$ cat config.mk
export PLATFORM = sky130hd
export DESIGN_NAME = ahb_bus_matrix_input_stage_s1_flat
export DESIGN_NICKNAME = d
export VERILOG_FILES = /design/src/rtl/ahb_bus_matrix_input_stage_s1_if.sv /design/src/rtl/ahb_bus_matrix_input_stage_s1.sv /design/src/flat_wrapper.sv
export SDC_FILE = /design/constraint.sdc
export NUM_CORES = 1
export LEC_CHECK = 0
export CORE_MARGIN = 8
export CORE_UTILIZATION = 30
export DETAILED_ROUTE_END_ITERATION = 8
export PLACE_DENSITY = 0.61
export SLEW_MARGIN = 20
export SYNTH_ARGS = -nofsm -noshare
export SYNTH_HDL_FRONTEND = slang
export SYNTH_SLANG_ARGS = --single-unit
$ cat constraint.sdc
create_clock -name HCLK -period 3.3 [get_ports HCLK]
set_clock_uncertainty 0.2 [all_clocks]
set_input_delay 0.33 -clock HCLK [delete_from_list [all_inputs] [get_ports HCLK]]
set_output_delay 0.33 -clock HCLK [all_outputs]
set_load 0.005 [all_outputs]
$ cat src/rtl/ahb_bus_matrix_input_stage_s1_if.sv
// ----------------------------------------------------------------------------
// ahb_bus_matrix_input_stage_s1_if
// AHB slave-port signal bundle between an external AHB master and the S1
// input stage of the bus matrix.
//   master modport : drives address/control (HSELS..HAUSERS) and bus HREADYS,
//                    receives HREADYOUTS / HRESPS.
//   slave  modport : the input stage; the mirror image of master.
// ----------------------------------------------------------------------------
interface ahb_bus_matrix_input_stage_s1_if #(
  parameter int ADDR_W = 32,
  parameter int USER_W = 32
) ();
  logic              HSELS;
  logic [ADDR_W-1:0] HADDRS;
  logic [1:0]        HTRANSS;
  logic              HWRITES;
  logic [2:0]        HSIZES;
  logic [2:0]        HBURSTS;
  logic [3:0]        HPROTS;
  logic              HMASTLOCKS;
  logic [USER_W-1:0] HAUSERS;
  logic              HREADYS;
  logic              HREADYOUTS;
  logic [1:0]        HRESPS;

  modport master (
    output HSELS, HADDRS, HTRANSS, HWRITES, HSIZES, HBURSTS, HPROTS,
           HMASTLOCKS, HAUSERS, HREADYS,
    input  HREADYOUTS, HRESPS
  );

  modport slave (
    input  HSELS, HADDRS, HTRANSS, HWRITES, HSIZES, HBURSTS, HPROTS,
           HMASTLOCKS, HAUSERS, HREADYS,
    output HREADYOUTS, HRESPS
  );
endinterface

$ cat src/rtl/ahb_bus_matrix_input_stage_s1.sv
// ----------------------------------------------------------------------------
// ahb_bus_matrix_input_stage_s1
// Input stage for bus-matrix slave port S1. When the output stage selected by
// the decoder is not granting this port at an address phase, the transfer is
// captured, the master is stalled, and the captured transfer is replayed to
// the decoder until the output stage accepts it. Otherwise the address phase
// passes straight through with no added latency.
// Ports:
//   HCLK, HRESETn        : clock, asynchronous active-low reset
//   ahb (slave modport)  : AHB address/control from the master, ready/resp back
//   active_in            : output stage is granting this port
//   readyout_in, resp_in : data-phase ready/response from the decoder
//   sel_in .. auser_in   : address phase presented to the decoder
//   held_tran            : holding register occupied
// ----------------------------------------------------------------------------
module ahb_bus_matrix_input_stage_s1 #(
  parameter int ADDR_W = 32,
  parameter int USER_W = 32
) (
  input  logic                            HCLK,
  input  logic                            HRESETn,
  ahb_bus_matrix_input_stage_s1_if.slave  ahb,
  input  logic                            active_in,
  input  logic                            readyout_in,
  input  logic [1:0]                      resp_in,
  output logic                            sel_in,
  output logic [ADDR_W-1:0]               addr_in,
  output logic [1:0]                      trans_in,
  output logic                            write_in,
  output logic [2:0]                      size_in,
  output logic [2:0]                      burst_in,
  output logic [3:0]                      prot_in,
  output logic                            lock_in,
  output logic [USER_W-1:0]               auser_in,
  output logic                            held_tran
);

  typedef enum logic [0:0] {
    ST_EMPTY = 1'b0,
    ST_HELD  = 1'b1
  } state_t;

  state_t            state_r;
  state_t            state_s;
  logic              trans_req_s;

  logic [ADDR_W-1:0] hold_addr_r;
  logic [1:0]        hold_trans_r;
  logic              hold_write_r;
  logic [2:0]        hold_size_r;
  logic [2:0]        hold_burst_r;
  logic [3:0]        hold_prot_r;
  logic              hold_lock_r;
  logic [USER_W-1:0] hold_auser_r;

  // A real transfer (NONSEQ/SEQ) is starting on this port this cycle.
  assign trans_req_s = ahb.HSELS & ahb.HTRANSS[1] & ahb.HREADYS;

  // Capture every starting transfer; only replayed if the stage enters HELD.
  always_ff @(posedge HCLK or negedge HRESETn) begin
    if (!HRESETn) begin
      hold_addr_r  <= {ADDR_W{1'b0}};
      hold_trans_r <= 2'b00;
      hold_write_r <= 1'b0;
      hold_size_r  <= 3'b000;
      hold_burst_r <= 3'b000;
      hold_prot_r  <= 4'b0000;
      hold_lock_r  <= 1'b0;
      hold_auser_r <= {USER_W{1'b0}};
    end else if (trans_req_s) begin
      hold_addr_r  <= ahb.HADDRS;
      hold_trans_r <= ahb.HTRANSS;
      hold_write_r <= ahb.HWRITES;
      hold_size_r  <= ahb.HSIZES;
      hold_burst_r <= ahb.HBURSTS;
      hold_prot_r  <= ahb.HPROTS;
      hold_lock_r  <= ahb.HMASTLOCKS;
      hold_auser_r <= ahb.HAUSERS;
    end
  end

  // Hold-state register.
  always_ff @(posedge HCLK or negedge HRESETn) begin
    if (!HRESETn) begin
      state_r <= ST_EMPTY;
    end else begin
      state_r <= state_s;
    end
  end

  // Next-state: a new ungranted transfer wins over acceptance of the held one.
  always_comb begin
    state_s = state_r;
    case (state_r)
      ST_EMPTY: begin
        if (trans_req_s && !active_in) begin
          state_s = ST_HELD;
        end else begin
          state_s = ST_EMPTY;
        end
      end
      ST_HELD: begin
        if (trans_req_s && !active_in) begin
          state_s = ST_HELD;
        end else if (active_in && readyout_in) begin
          state_s = ST_EMPTY;
        end else begin
          state_s = ST_HELD;
        end
      end
      default: state_s = ST_EMPTY;
    endcase
  end

  assign held_tran = (state_r == ST_HELD);

  // Decoder-side address mux and master-side response masking.
  always_comb begin
    sel_in         = ahb.HSELS;
    addr_in        = ahb.HADDRS;
    trans_in       = ahb.HTRANSS;
    write_in       = ahb.HWRITES;
    size_in        = ahb.HSIZES;
    burst_in       = ahb.HBURSTS;
    prot_in        = ahb.HPROTS;
    lock_in        = ahb.HMASTLOCKS;
    auser_in       = ahb.HAUSERS;
    ahb.HREADYOUTS = readyout_in;
    ahb.HRESPS     = resp_in;
    if (held_tran) begin
      sel_in         = 1'b1;
      addr_in        = hold_addr_r;
      trans_in       = hold_trans_r;
      write_in       = hold_write_r;
      size_in        = hold_size_r;
      burst_in       = hold_burst_r;
      prot_in        = hold_prot_r;
      lock_in        = hold_lock_r;
      auser_in       = hold_auser_r;
      ahb.HREADYOUTS = 1'b0;
      ahb.HRESPS     = 2'b00;
    end else begin
      ahb.HREADYOUTS = readyout_in;
      ahb.HRESPS     = resp_in;
    end
  end

endmodule

$ cat src/flat_wrapper.sv
// flat-port wrapper written by rule: the top's interface ports become plain ports
module ahb_bus_matrix_input_stage_s1_flat 
#(
  parameter int ADDR_W = 32,
  parameter int USER_W = 32
)
  (HCLK, HRESETn, active_in, readyout_in, resp_in, sel_in, addr_in, trans_in, write_in, size_in, burst_in, prot_in, lock_in, auser_in, held_tran, ahb_HSELS, ahb_HADDRS, ahb_HTRANSS, ahb_HWRITES, ahb_HSIZES, ahb_HBURSTS, ahb_HPROTS, ahb_HMASTLOCKS, ahb_HAUSERS, ahb_HREADYS, ahb_HREADYOUTS, ahb_HRESPS);
  ahb_bus_matrix_input_stage_s1_if #(.ADDR_W(ADDR_W), .USER_W(USER_W)) ahb_i ();
  input  logic HCLK;
  input  logic HRESETn;
  input  logic active_in;
  input  logic readyout_in;
  input  logic [1:0] resp_in;
  output logic sel_in;
  output logic [ADDR_W-1:0] addr_in;
  output logic [1:0] trans_in;
  output logic write_in;
  output logic [2:0] size_in;
  output logic [2:0] burst_in;
  output logic [3:0] prot_in;
  output logic lock_in;
  output logic [USER_W-1:0] auser_in;
  output logic held_tran;
  input wire logic [$bits(ahb_i.HSELS)-1:0] ahb_HSELS;
  input wire logic [$bits(ahb_i.HADDRS)-1:0] ahb_HADDRS;
  input wire logic [$bits(ahb_i.HTRANSS)-1:0] ahb_HTRANSS;
  input wire logic [$bits(ahb_i.HWRITES)-1:0] ahb_HWRITES;
  input wire logic [$bits(ahb_i.HSIZES)-1:0] ahb_HSIZES;
  input wire logic [$bits(ahb_i.HBURSTS)-1:0] ahb_HBURSTS;
  input wire logic [$bits(ahb_i.HPROTS)-1:0] ahb_HPROTS;
  input wire logic [$bits(ahb_i.HMASTLOCKS)-1:0] ahb_HMASTLOCKS;
  input wire logic [$bits(ahb_i.HAUSERS)-1:0] ahb_HAUSERS;
  input wire logic [$bits(ahb_i.HREADYS)-1:0] ahb_HREADYS;
  output wire logic [$bits(ahb_i.HREADYOUTS)-1:0] ahb_HREADYOUTS;
  output wire logic [$bits(ahb_i.HRESPS)-1:0] ahb_HRESPS;
  assign ahb_i.HSELS = ahb_HSELS;
  assign ahb_i.HADDRS = ahb_HADDRS;
  assign ahb_i.HTRANSS = ahb_HTRANSS;
  assign ahb_i.HWRITES = ahb_HWRITES;
  assign ahb_i.HSIZES = ahb_HSIZES;
  assign ahb_i.HBURSTS = ahb_HBURSTS;
  assign ahb_i.HPROTS = ahb_HPROTS;
  assign ahb_i.HMASTLOCKS = ahb_HMASTLOCKS;
  assign ahb_i.HAUSERS = ahb_HAUSERS;
  assign ahb_i.HREADYS = ahb_HREADYS;
  assign ahb_HREADYOUTS = ahb_i.HREADYOUTS;
  assign ahb_HRESPS = ahb_i.HRESPS;
  ahb_bus_matrix_input_stage_s1 #(.ADDR_W(ADDR_W), .USER_W(USER_W)) u_core (.HCLK(HCLK), .HRESETn(HRESETn), .ahb(ahb_i), .active_in(active_in), .readyout_in(readyout_in), .resp_in(resp_in), .sel_in(sel_in), .addr_in(addr_in), .trans_in(trans_in), .write_in(write_in), .size_in(size_in), .burst_in(burst_in), .prot_in(prot_in), .lock_in(lock_in), .auser_in(auser_in), .held_tran(held_tran));
endmodule
Word level (Yosys, flattened, before mapping)
Index checks and enable logic that the tools add are counted.
{"block": "classes", "mux": 15, "n_bitwise": 3, "n_reduce_logical": 3}
{"operator": "32-bit 2-to-1 mux", "n": 2}
{"operator": "1-bit 2-to-1 mux", "n": 7}
{"operator": "3-bit 2-to-1 mux", "n": 2}
{"operator": "2-bit 2-to-1 mux", "n": 2}
{"operator": "4-bit 2-to-1 mux", "n": 1}
{"operator": "1-bit bitwise AND", "n": 2}
{"operator": "1-bit logical AND", "n": 2}
{"operator": "1-bit case mux with 2 select lines", "n": 1}
{"operator": "1-bit logical NOT", "n": 1}
{"operator": "1-bit NOT", "n": 1}
{"block": "word_totals", "reg_bits": 79, "input_bits": 86, "out_inout_bits": 83, "wordCells": 30}

Longest topological paths before layout
Gate-level depths: netlist (run 1).
{"block": "logic_depth", "ltp_word": 5, "ltp_mapped": 4, "mapped_depth_nobuf": 2}

Worst setup path after synthesis (run 1)
No wires, ideal clock.
{"block": "synth_path", "kind": "reg-to-output", "start": "register u_core.state_r, in the netlist u_core.held_tran", "end": "output port addr_in[10]", "arrival_ps": 1092, "required_ps": 2770, "setup_slack_ps": 1678, "path_stages_with_launch": 4, "cell_sequence": "dfrtp_1 buf_2 buf_2 mux2_2"}
{"block": "synth_between", "elab_chain_cells": 1}
{"element": "from (decl)", "line_no": "ahb_bus_matrix_input_stage_s1.sv:43", "text": "state_t state_r;"}
{"element": "from (signal assigned)", "line_no": "ahb_bus_matrix_input_stage_s1.sv:87", "text": "state_r <= state_s;"}
{"element": "32-bit 2-to-1 mux", "line_no": "ahb_bus_matrix_input_stage_s1.sv:130", "text": "if (held_tran) begin"}
{"element": "to (decl)", "line_no": "flat_wrapper.sv:15", "text": "output logic [ADDR_W-1:0] addr_in;"}
Every way passes these cells.

Worst setup path in the final report (run 1)
{"block": "layout_path", "start": "register u_core.state_r, in the netlist u_core.held_tran", "end": "output port burst_in[2]"}
{"block": "layout_between", "elab_chain_cells": 1}
{"element": "3-bit 2-to-1 mux", "line_no": "ahb_bus_matrix_input_stage_s1.sv:130"}
{"element": "to (decl)", "line_no": "flat_wrapper.sv:19", "text": "output logic [2:0] burst_in;"}
Every way passes these cells.

==> run_results.csv, run 1 <==
group,metric,value,unit
logic_synthesis,synth_area_leaders,"dfrtp_1 (51%), mux2_2 (42%), mux2_4 (3.1%)",
sta,setup_total_negative_slack,0,ps
worst_setup_path,worstReg2RegStart,"u_core.held_tran$_DFF_PN0_",
logic_synthesis,synth_compound_area_share,0.385,%
worst_setup_path,reg2reg_setup_slack,1850,ps
worst_setup_path,critPathMaxFanout,46,
routing,avgViaCountPerCell,4.53,
placement,place.detailed.instances,585,
logic_synthesis,syn_area_per_cell,15.1,sq um
floorplanning,rows,41,
sta,final-hold-violation-count,0,
sta,number_of_endpoints_failing_setup_at_the_final_stage,0,
clock_tree,cts_repair_resize_count,0,
logic_synthesis,postSynthNetCount,345,
routing,drt-wirelength-per-cell,17.1,um
floorplanning,boundaryPins,169,
worst_setup_path,setup.worst_path.start_class,"flip-flop",
clock_tree,worst_skew_pair.late_latency,320,ps
floorplanning,floorplan.die_area,0.0169,sq mm
sta,setup_repair_after_global_routing_missed_its_margin,"no",
logic_synthesis,synth.area.mux_share,45.5,%
worst_hold_path,number_of_stages_on_the_worst_hold_path,1,
routing,firstDrtPassIters,2,
finish,commonest_non_fill_non_tap_cell_in_the_layout,"clkdlybuf4s50_1",
clock_tree,clockBufferDepth,2,
clock_tree,clock_tree_root_driver_cell,"clkbuf_16",
sta,maxSlewViolCount,0,
logic_synthesis,yosys_warnings,0,
worst_setup_path,cpMaxStageDelayCell,"dfrtp_4",
worst_setup_path,worstSetupPathType,"flip-flop to output pin",
job,maxCapViolations,0,
sta,fmax_achieved,355,MHz
logic_synthesis,postSynthCellCount,259,
worst_setup_path,critPathMaxStageDelay,810,ps
routing,postRouteWirelength,10.3,mm
outcome,run_status,"finished clean",
logic_synthesis,synth_top_family_by_area,"multiplexers",
sta,worst_slew_margin_rel,50.3,%
finish,final_cell_mix,"clkdlybuf4s50_1 (167), mux2_2 (147), dfrtp_1 (78)",
global_route,grt_pass1_wl,16.3,mm
routing,overall_via_count_from_detail_route,2720,
power_and_ir_drop,leakage,0.00242,uW
finish,fin_cells,601,
global_route,globalRouteTotalUtil,12.3,%
finish,fin_nets,511,
logic_synthesis,syn-cell-area,0.00390,sq mm
sta,period_share,85.4,%
clock_tree,cts_tree,"built",
worst_setup_path,critPathArrivalTime,2290,ps
worst_setup_path,cpLargestDelayFamily,"flip-flops",
routing,drc,0,
finish,antenna_cells_inserted,0,
clock_tree,post_cts_hold_buffer_count,0,
worst_hold_path,hold_path.class,"flip-flop to flip-flop",
worst_setup_path,ff2ff_path_depth,2,
logic_synthesis,ys_seq_elements,79,
floorplanning,die_w,130,um
floorplanning,die-height,130,um
worst_setup_path,cp.required,2770,ps
logic_synthesis,seq_area_frac_synth,50.7,%
finish,post-route-util,47.7,%
placement,place.gp.congestion,0.668,
placement,place.port_buffers,168,
floorplanning,placeableCoreArea,0.0127,sq mm
global_route,number_of_antenna_violations_at_the_first_check_in_global_routing,0,
clock_tree,cts_sinks,79,
logic_synthesis,synth_top_cell_by_area,"dfrtp_1",
sta,finalCriticalPeriod,2820,ps
worst_setup_path,path_cells,"buf_12 > mux2_2 > clkdlybuf4s50_1",
global_route,grt_overflow,0,
finish,final_layout_size_suffix_gt1_share,41.5,%
clock_tree,h-tree-depth,3,
sta,timing_worst_slew_pin_value,745,ps
global_route,grt_start_max_net_pins,80,
worst_setup_path,critical_path.endpoint_type,"output pin",
logic_synthesis,yosys.area_share.simple,1.06,%
logic_synthesis,yosys.area.top_type_share,50.7,%
routing,ant_nets,0,
logic_synthesis,synthXorXnorAreaFrac,0,%
routing,first_iter_violations,90,
global_route,first_global_vias,3110,
placement,detailedPlacementHpwl,7.32,mm
power_and_ir_drop,power-per-cell-area,491,mW/mm^2
clock_tree,clk_transition_reported_paths,50,ps
finish,syn_to_final_growth,55.0,%
worst_hold_path,min_from,"u_core.hold_trans_r[1]$_DFFE_PN0P_",
clock_tree,cts.repair_timing.setup_buffer_count,0,
power_and_ir_drop,vdd.ir_drop.worst,0.000217,V
worst_setup_path,critical_path_buf_inv_count,2,
clock_tree,cts_inserted_buffers,9,
worst_setup_path,critical_register_to_register_path_endpoint,"u_core.held_tran$_DFF_PN0_",
logic_synthesis,synth-adder-area-share,0,%
logic_synthesis,distinct_cells_synth,12,
worst_hold_path,hold-path-endpoint,"u_core.hold_trans_r[1]$_DFFE_PN0P_",
floorplanning,initial_utilization,30.8,%
-- worst max path at each step --
stage | from | to | depth (start not counted)
6_report | u_core.held_tran$_DFF_PN0_ | burst_in[2] | 3
5_1_grt | u_core.held_tran$_DFF_PN0_ | burst_in[2] | 3
4_1_cts | u_core.held_tran$_DFF_PN0_ | burst_in[2] | 3
3_5_place_dp | u_core.held_tran$_DFF_PN0_ | burst_in[2] | 3
3_3_place_gp | u_core.held_tran$_DFF_PN0_ | burst_in[2] | 3
2_1_floorplan | u_core.held_tran$_DFF_PN0_ | addr_in[10] | 3
-- registers in the layout, indices dropped and copies added, names as in the netlist, 2 cells and up --
register and cells:
u_core.hold_addr_r 32, u_core.hold_auser_r 32, u_core.hold_burst_r 3, u_core.hold_prot_r 4, u_core.hold_size_r 3, u_core.hold_trans_r 2
-- synth_stat cells --
library cell and instances:
a21bo_2 1, buf_2 15, buf_4 1, buf_6 1, dfrtp_1 79, mux2_2 147
mux2_4 8, nand2b_1 1, nand3_2 1, nor2b_1 3, o21ai_0 1, or2_2 1
-- report_power, final --
| group | switching, uW | internal (uW) |
|---|---|---|
| Clock | 389 | 524 |
| Combinational | 232 | 575 |
| Sequential | 99.8 | 1150 |
-- cells by family (layout without fill, tap and decap cells) --
kind of cell           count (synthesis)  count (layout)
muxes                                155             155
AOI/OAI and AO/OA                      2               2
and+or+nand+nor                        6               6
DFF                                   79              79
buffers and inverters                 17             187
-- cell type report --
type,count,area (sq um)
clock buffer,10,239
clock inverter,5,35.0
fill,1150,6620
multi-input combinational,163,1840
sequential,79,1980
timing repair buffer,172,1740
tap,172,215
-- per-layer routing --
metal	wire length, um	vias to the layer above	track usage, %
met1	4320	1348	14.4
met5	0	-	0
met4	78	0	3.69
li1	-	1269	-
met2	4840	95	19.7
met3	1020	8	5.63
-- per-stage QoR --
| step | power, uW | hold WS (ps) | instance area [sq um] | setup WS (ps) |
|---|---|---|---|---|
| floorplan | 1620 | -166 | 3900 | 1680 |
| global placement | 2070 | 252 | 5760 | 778 |
| detailed placement | 2090 | 250 | 5760 | 754 |
| CTS | 3020 | 25.5 | 6040 | 387 |
| global route | 3130 | 309 | 6050 | 335 |
| finish | 2970 | 267 | 6050 | 482 |
Note: power is estimated with default switching activity, not from simulation.
==> run 2, diff against run 1 <==
--- a/config.mk
+++ b/config.mk
@@ -5,10 +5,9 @@
 export SDC_FILE = /design/constraint.sdc
 export NUM_CORES = 1
 export LEC_CHECK = 0
-export CORE_MARGIN = 8
-export CORE_UTILIZATION = 30
+export CORE_UTILIZATION = 40
 export DETAILED_ROUTE_END_ITERATION = 8
-export PLACE_DENSITY = 0.61
+export PLACE_DENSITY = 0.78
 export SLEW_MARGIN = 20
 export SYNTH_ARGS = -nofsm -noshare
 export SYNTH_HDL_FRONTEND = slang
==> run_results.csv, run 2 (same netlist as run 1, synthesis figures left out) <==
group,metric,value,unit
sta,finalCriticalPeriod,2720,ps
clock_tree,post_cts_hold_buffer_count,1,
routing,drc,0,
placement,place.detailed.instances,543,
worst_setup_path,critPathMaxStageDelay,730,ps
global_route,first_global_vias,2915,
finish,fin_nets,512,
sta,worst_slew_margin_rel,51.8,%
sta,maxSlewViolCount,0,
worst_setup_path,path_cells,"buf_12 > mux2_2 > clkdlybuf4s50_1",
routing,ant_nets,0,
sta,setup_total_negative_slack,0,ps
floorplanning,die-height,101,um
placement,post_dp_cell_area,0.00570,sq mm
finish,reg_top3,"u_core.hold_addr_r: 32 flops, u_core.hold_auser_r: 32 flops, u_core.hold_prot_r: 4 flops",
global_route,grt_pass1_wl,13.6,mm
sta,final-hold-violation-count,0,
clock_tree,cts_repair_resize_count,0,
finish,fin_cells,560,
sta,hold-worst-slack,299,ps
worst_setup_path,critPathMaxFanout,37,
finish,syn_to_final_growth,51.7,%
worst_setup_path,critical_path_buf_inv_count,2,
worst_setup_path,critical_path.endpoint_type,"output pin",
finish,num-fill-cells,741,
routing,firstDrtPassIters,2,
worst_setup_path,critPathArrivalTime,2190,ps
floorplanning,boundaryPins,169,
power_and_ir_drop,total_power,2810,uW
routing,drt-wirelength-per-cell,15.4,um
clock_tree,clk_transition_reported_paths,70,ps
routing,overall_via_count_from_detail_route,2736,
placement,place.gp.congestion,0.716,
clock_tree,h-tree-depth,3,
floorplanning,die_w,101,um
power_and_ir_drop,vdd.ir_drop.worst,0.000235,V
clock_tree,clockBufferDepth,2,
worst_setup_path,worstSetupPathType,"flip-flop to output pin",
placement,detailedPlacementHpwl,6.06,mm
clock_tree,clock_tree_root_driver_cell,"clkbuf_8",
finish,commonest_non_fill_non_tap_cell_in_the_layout,"clkdlybuf4s50_1",
job,maxCapViolations,0,
sta,setup_repair_after_global_routing_missed_its_margin,"no",
worst_setup_path,cpMaxStageDelayCell,"dfrtp_4",
sta,number_of_endpoints_failing_setup_at_the_final_stage,0,
placement,place.port_buffers,168,
routing,postRouteWirelength,8.61,mm
global_route,number_of_antenna_violations_at_the_first_check_in_global_routing,0,
finish,antenna_cells_inserted,0,
clock_tree,cts.repair_timing.setup_buffer_count,0,
sta,fmax_achieved,367,MHz
global_route,grt_overflow,0,
floorplanning,floorplan.die_area,0.0102,sq mm
worst_hold_path,hold_path.class,"flip-flop to flip-flop",
finish,final_layout_size_suffix_gt1_share,41.1,%
floorplanning,initial_utilization,41.8,%
clock_tree,worst_skew_pair.late_latency,330,ps
sta,timing_worst_slew_pin_value,724,ps
clock_tree,cts_tree,"built",
worst_setup_path,cp.required,2770,ps
clock_tree,cts_sinks,79,
power_and_ir_drop,power-per-cell-area,474,mW/mm^2
clock_tree,cts_inserted_buffers,9,
floorplanning,rows,35,
power_and_ir_drop,leakage,0.00240,uW
outcome,run_status,"finished clean",
global_route,globalRouteTotalUtil,17.4,%
worst_setup_path,setup.worst_path.start_class,"flip-flop",
routing,first_iter_violations,27,
finish,final_instance_area,0.00592,sq mm
routing,avgViaCountPerCell,4.89,
worst_setup_path,cpLargestDelayFamily,"buffers and inverters",
global_route,grt_start_max_net_pins,80,
finish,final_cell_mix,"clkdlybuf4s50_1 (167), mux2_2 (147), dfrtp_1 (78)",
sta,period_share,82.6,%
floorplanning,placeableCoreArea,0.00933,sq mm
==> run 2: worst paths after layout <==
| kind | depth (start not counted) | slack [ps] | start | end |
|---|---|---|---|---|
| max | 3 | 580 | u_core.held_tran$_DFF_PN0_ | auser_in[29] |
| min | 1 | 300 | u_core.hold_trans_r[1]$_DFFE_PN0P_ | u_core.hold_trans_r[1]$_DFFE_PN0P_ |
| max reg2reg | 2 | 1950 | u_core.held_tran$_DFF_PN0_ | u_core.held_tran$_DFF_PN0_ |
| min reg2reg | 1 | 300 | u_core.hold_trans_r[1]$_DFFE_PN0P_ | u_core.hold_trans_r[1]$_DFFE_PN0P_ |
| max in group asynchronous | 2 | 1950 | HRESETn | u_core.held_tran$_DFF_PN0_ |
| min in group asynchronous | 2 | 380 | HRESETn | u_core.hold_addr_r[8]$_DFFE_PN0P_ |
==> run 2: report_power, final <==
part           leakage, uW  total (uW)  switching, uW  internal [uW]
registers         0.000931        1250           98.9           1150
clock network     0.000104         760            334            425
logic              0.00137         802            227            574
==> run 2: cell type report <==
type | count | area (sq um) | area share (%)
Timing Repair Buffer | 173 | 1740 | 29.3
Sequential cell | 79 | 1980 | 33.4
Multi-Input combinational cell | 163 | 1840 | 31.1
Clock inverter | 4 | 70.1 | 1.18
Clock buffer | 12 | 135 | 2.28
Tap cell | 129 | 161 | 2.73
==> run 2: layer usage <==
layer	wire (um)	vias to the layer above	global-route usage (%)
met5	0	-	0
li1	-	1266	-
met1	3600	1353	21.2
met4	118	0	6.02
met2	4060	107	28.5
met3	828	10	6.45
==> run 2: through the flow <==
| stage | setup slack, ps | utilization (%) |
|---|---|---|
| after floorplan | 1680 | - |
| after global placement | 896 | 61.1 |
| after detailed placement | 870 | 61.1 |
| after CTS | 539 | 63.4 |
| after global routing | 480 | 63.5 |
| final | 575 | 63.5 |
==> run 3, diff against run 2 <==
==> constraint.sdc (replaced) <==
create_clock -name HCLK -period 2.8 [get_ports HCLK]
set_clock_uncertainty 0.2 [all_clocks]
set_input_delay 0.28 -clock HCLK [delete_from_list [all_inputs] [get_ports HCLK]]
set_output_delay 0.28 -clock HCLK [all_outputs]
set_load 0.005 [all_outputs]
==> run_results.csv, run 3 (same netlist as run 1, synthesis figures left out) <==
group,metric,value,unit
outcome,run_status,"finished clean",
worst_setup_path,critical_path.endpoint_type,"output pin",
routing,drc,0,
clock_tree,cts_sinks,79,
routing,ant_nets,0,
sta,hold-worst-slack,267,ps
finish,multi_input_area,0.00184,sq mm
routing,avgViaCountPerCell,4.87,
floorplanning,die_w,101,um
global_route,number_of_antenna_violations_at_the_first_check_in_global_routing,0,
finish,fin_nets,512,
finish,fin_cells,560,
clock_tree,clock_tree_root_driver_cell,"clkbuf_8",
clock_tree,worst_skew_pair.late_latency,330,ps
worst_setup_path,cp.required,2320,ps
finish,final_cell_mix,"clkdlybuf4s50_1 (167), mux2_2 (147), dfrtp_1 (78)",
placement,place.gp.congestion,0.680,
worst_hold_path,hold_path.class,"input port to async pin",
worst_setup_path,worstReg2RegStart,"u_core.held_tran$_DFF_PN0_",
global_route,grt_start_max_net_pins,80,
finish,num-fill-cells,742,
power_and_ir_drop,vdd.ir_drop.worst,0.000284,V
sta,maxSlewViolCount,0,
worst_setup_path,ff2ff_path_depth,2,
finish,reg_top3,"u_core.hold_addr_r: 32 flops, u_core.hold_auser_r: 32 flops, u_core.hold_prot_r: 4 flops",
clock_tree,clockBufferDepth,2,
finish,antenna_cells_inserted,0,
finish,syn_to_final_growth,52.1,%
sta,fmax_achieved,388,MHz
placement,place.detailed.instances,543,
worst_setup_path,setup.worst_path.start_class,"flip-flop",
routing,firstDrtPassIters,4,
routing,drt-wirelength-per-cell,15.6,um
worst_setup_path,critPathMaxStageDelay,580,ps
worst_setup_path,critical_path_buf_inv_count,2,
sta,setup_repair_after_global_routing_missed_its_margin,"no",
sta,period_share,92.0,%
sta,timing_worst_slew_pin_value,584,ps
power_and_ir_drop,leakage,0.00240,uW
power_and_ir_drop,total_power,3260,uW
placement,place.port_buffers,168,
placement,place_ws,568,ps
sta,layout_setup_ws,225,ps
worst_setup_path,cpLargestDelayFamily,"buffers and inverters",
global_route,grt_pass1_wl,13.9,mm
clock_tree,cts_tree,"built",
global_route,globalRouteTotalUtil,18.0,%
clock_tree,cts_repair_resize_count,0,
finish,commonest_non_fill_non_tap_cell_in_the_layout,"clkdlybuf4s50_1",
job,maxCapViolations,0,
clock_tree,cts_inserted_buffers,9,
worst_setup_path,cpMaxStageDelayCell,"dfrtp_4",
floorplanning,initial_utilization,41.8,%
global_route,grt_overflow,0,
floorplanning,rows,35,
sta,final-hold-violation-count,0,
floorplanning,floorplan.die_area,0.0102,sq mm
floorplanning,placeableCoreArea,0.00933,sq mm
clock_tree,h-tree-depth,3,
clock_tree,cts.repair_timing.setup_buffer_count,0,
worst_setup_path,reg2reg_setup_slack,1580,ps
clock_tree,clk_transition_reported_paths,80,ps
finish,sequential_cell_area,0.00198,sq mm
worst_setup_path,critPathMaxFanout,20,
finish,final_layout_size_suffix_gt1_share,41.5,%
floorplanning,die-height,101,um
routing,first_iter_violations,54,
worst_setup_path,path_cells,"buf_4 > mux2_2 > clkdlybuf4s50_1",
global_route,first_global_vias,2873,
placement,detailedPlacementHpwl,6.20,mm
routing,overall_via_count_from_detail_route,2727,
worst_setup_path,worstSetupPathType,"flip-flop to output pin",
power_and_ir_drop,power-per-cell-area,550,mW/mm^2
worst_setup_path,critical_register_to_register_path_endpoint,"u_core.held_tran$_DFF_PN0_",
floorplanning,boundaryPins,169,
worst_setup_path,critPathArrivalTime,2100,ps
sta,finalCriticalPeriod,2580,ps
sta,number_of_endpoints_failing_setup_at_the_final_stage,0,
sta,setup_total_negative_slack,0,ps
routing,postRouteWirelength,8.73,mm
sta,worst_slew_margin_rel,61.1,%
[run 3: worst max-delay path by stage]
stage,from,end,slack (ps),depth (start not counted)
after detailed placement,u_core.held_tran$_DFF_PN0_,auser_in[20],570,3
final,u_core.held_tran$_DFF_PN0_,auser_in[23],220,3
after CTS,u_core.held_tran$_DFF_PN0_,auser_in[20],190,3
after global routing,u_core.held_tran$_DFF_PN0_,auser_in[20],110,3
after global placement,u_core.held_tran$_DFF_PN0_,auser_in[27],600,3
after floorplan,u_core.held_tran$_DFF_PN0_,addr_in[10],1230,3
[run 3: metrics by stage]
stage,instance area [sq um],util [%]
after floorplan,3900,-
after global placement,5730,61.4
after detailed placement,5730,61.4
after CTS,5940,63.6
after global routing,5940,63.6
final,5940,63.6
[run 3: routing by layer]
layer	GRT usage, %	share of wire (%)
met2	29.6	48
met5	0	0
met4	5.35	0.82
met3	7.21	9.5
met1	21.7	41
[run 3: timing repair]
item | in CTS | in global routing
endpoints found under the hold margin | 43 | 0
hold buffers | 1 | 0
setup endpoints to repair | 0 | 0
[run 3: area by class of cell]
type | instances | area share [%]
clock inverters | 5 | 0.969
flip-flops and latches | 79 | 33.4
well taps | 129 | 2.72
multi-input cells | 163 | 31.0
repair buffers | 173 | 29.6
clock buffers | 11 | 2.38
[run 3: where the power goes]
group	switching (uW)	internal (uW)	leakage, uW
combinational	283	680	0.00138
clock	407	435	0.0000916
sequential	106	1350	0.000931
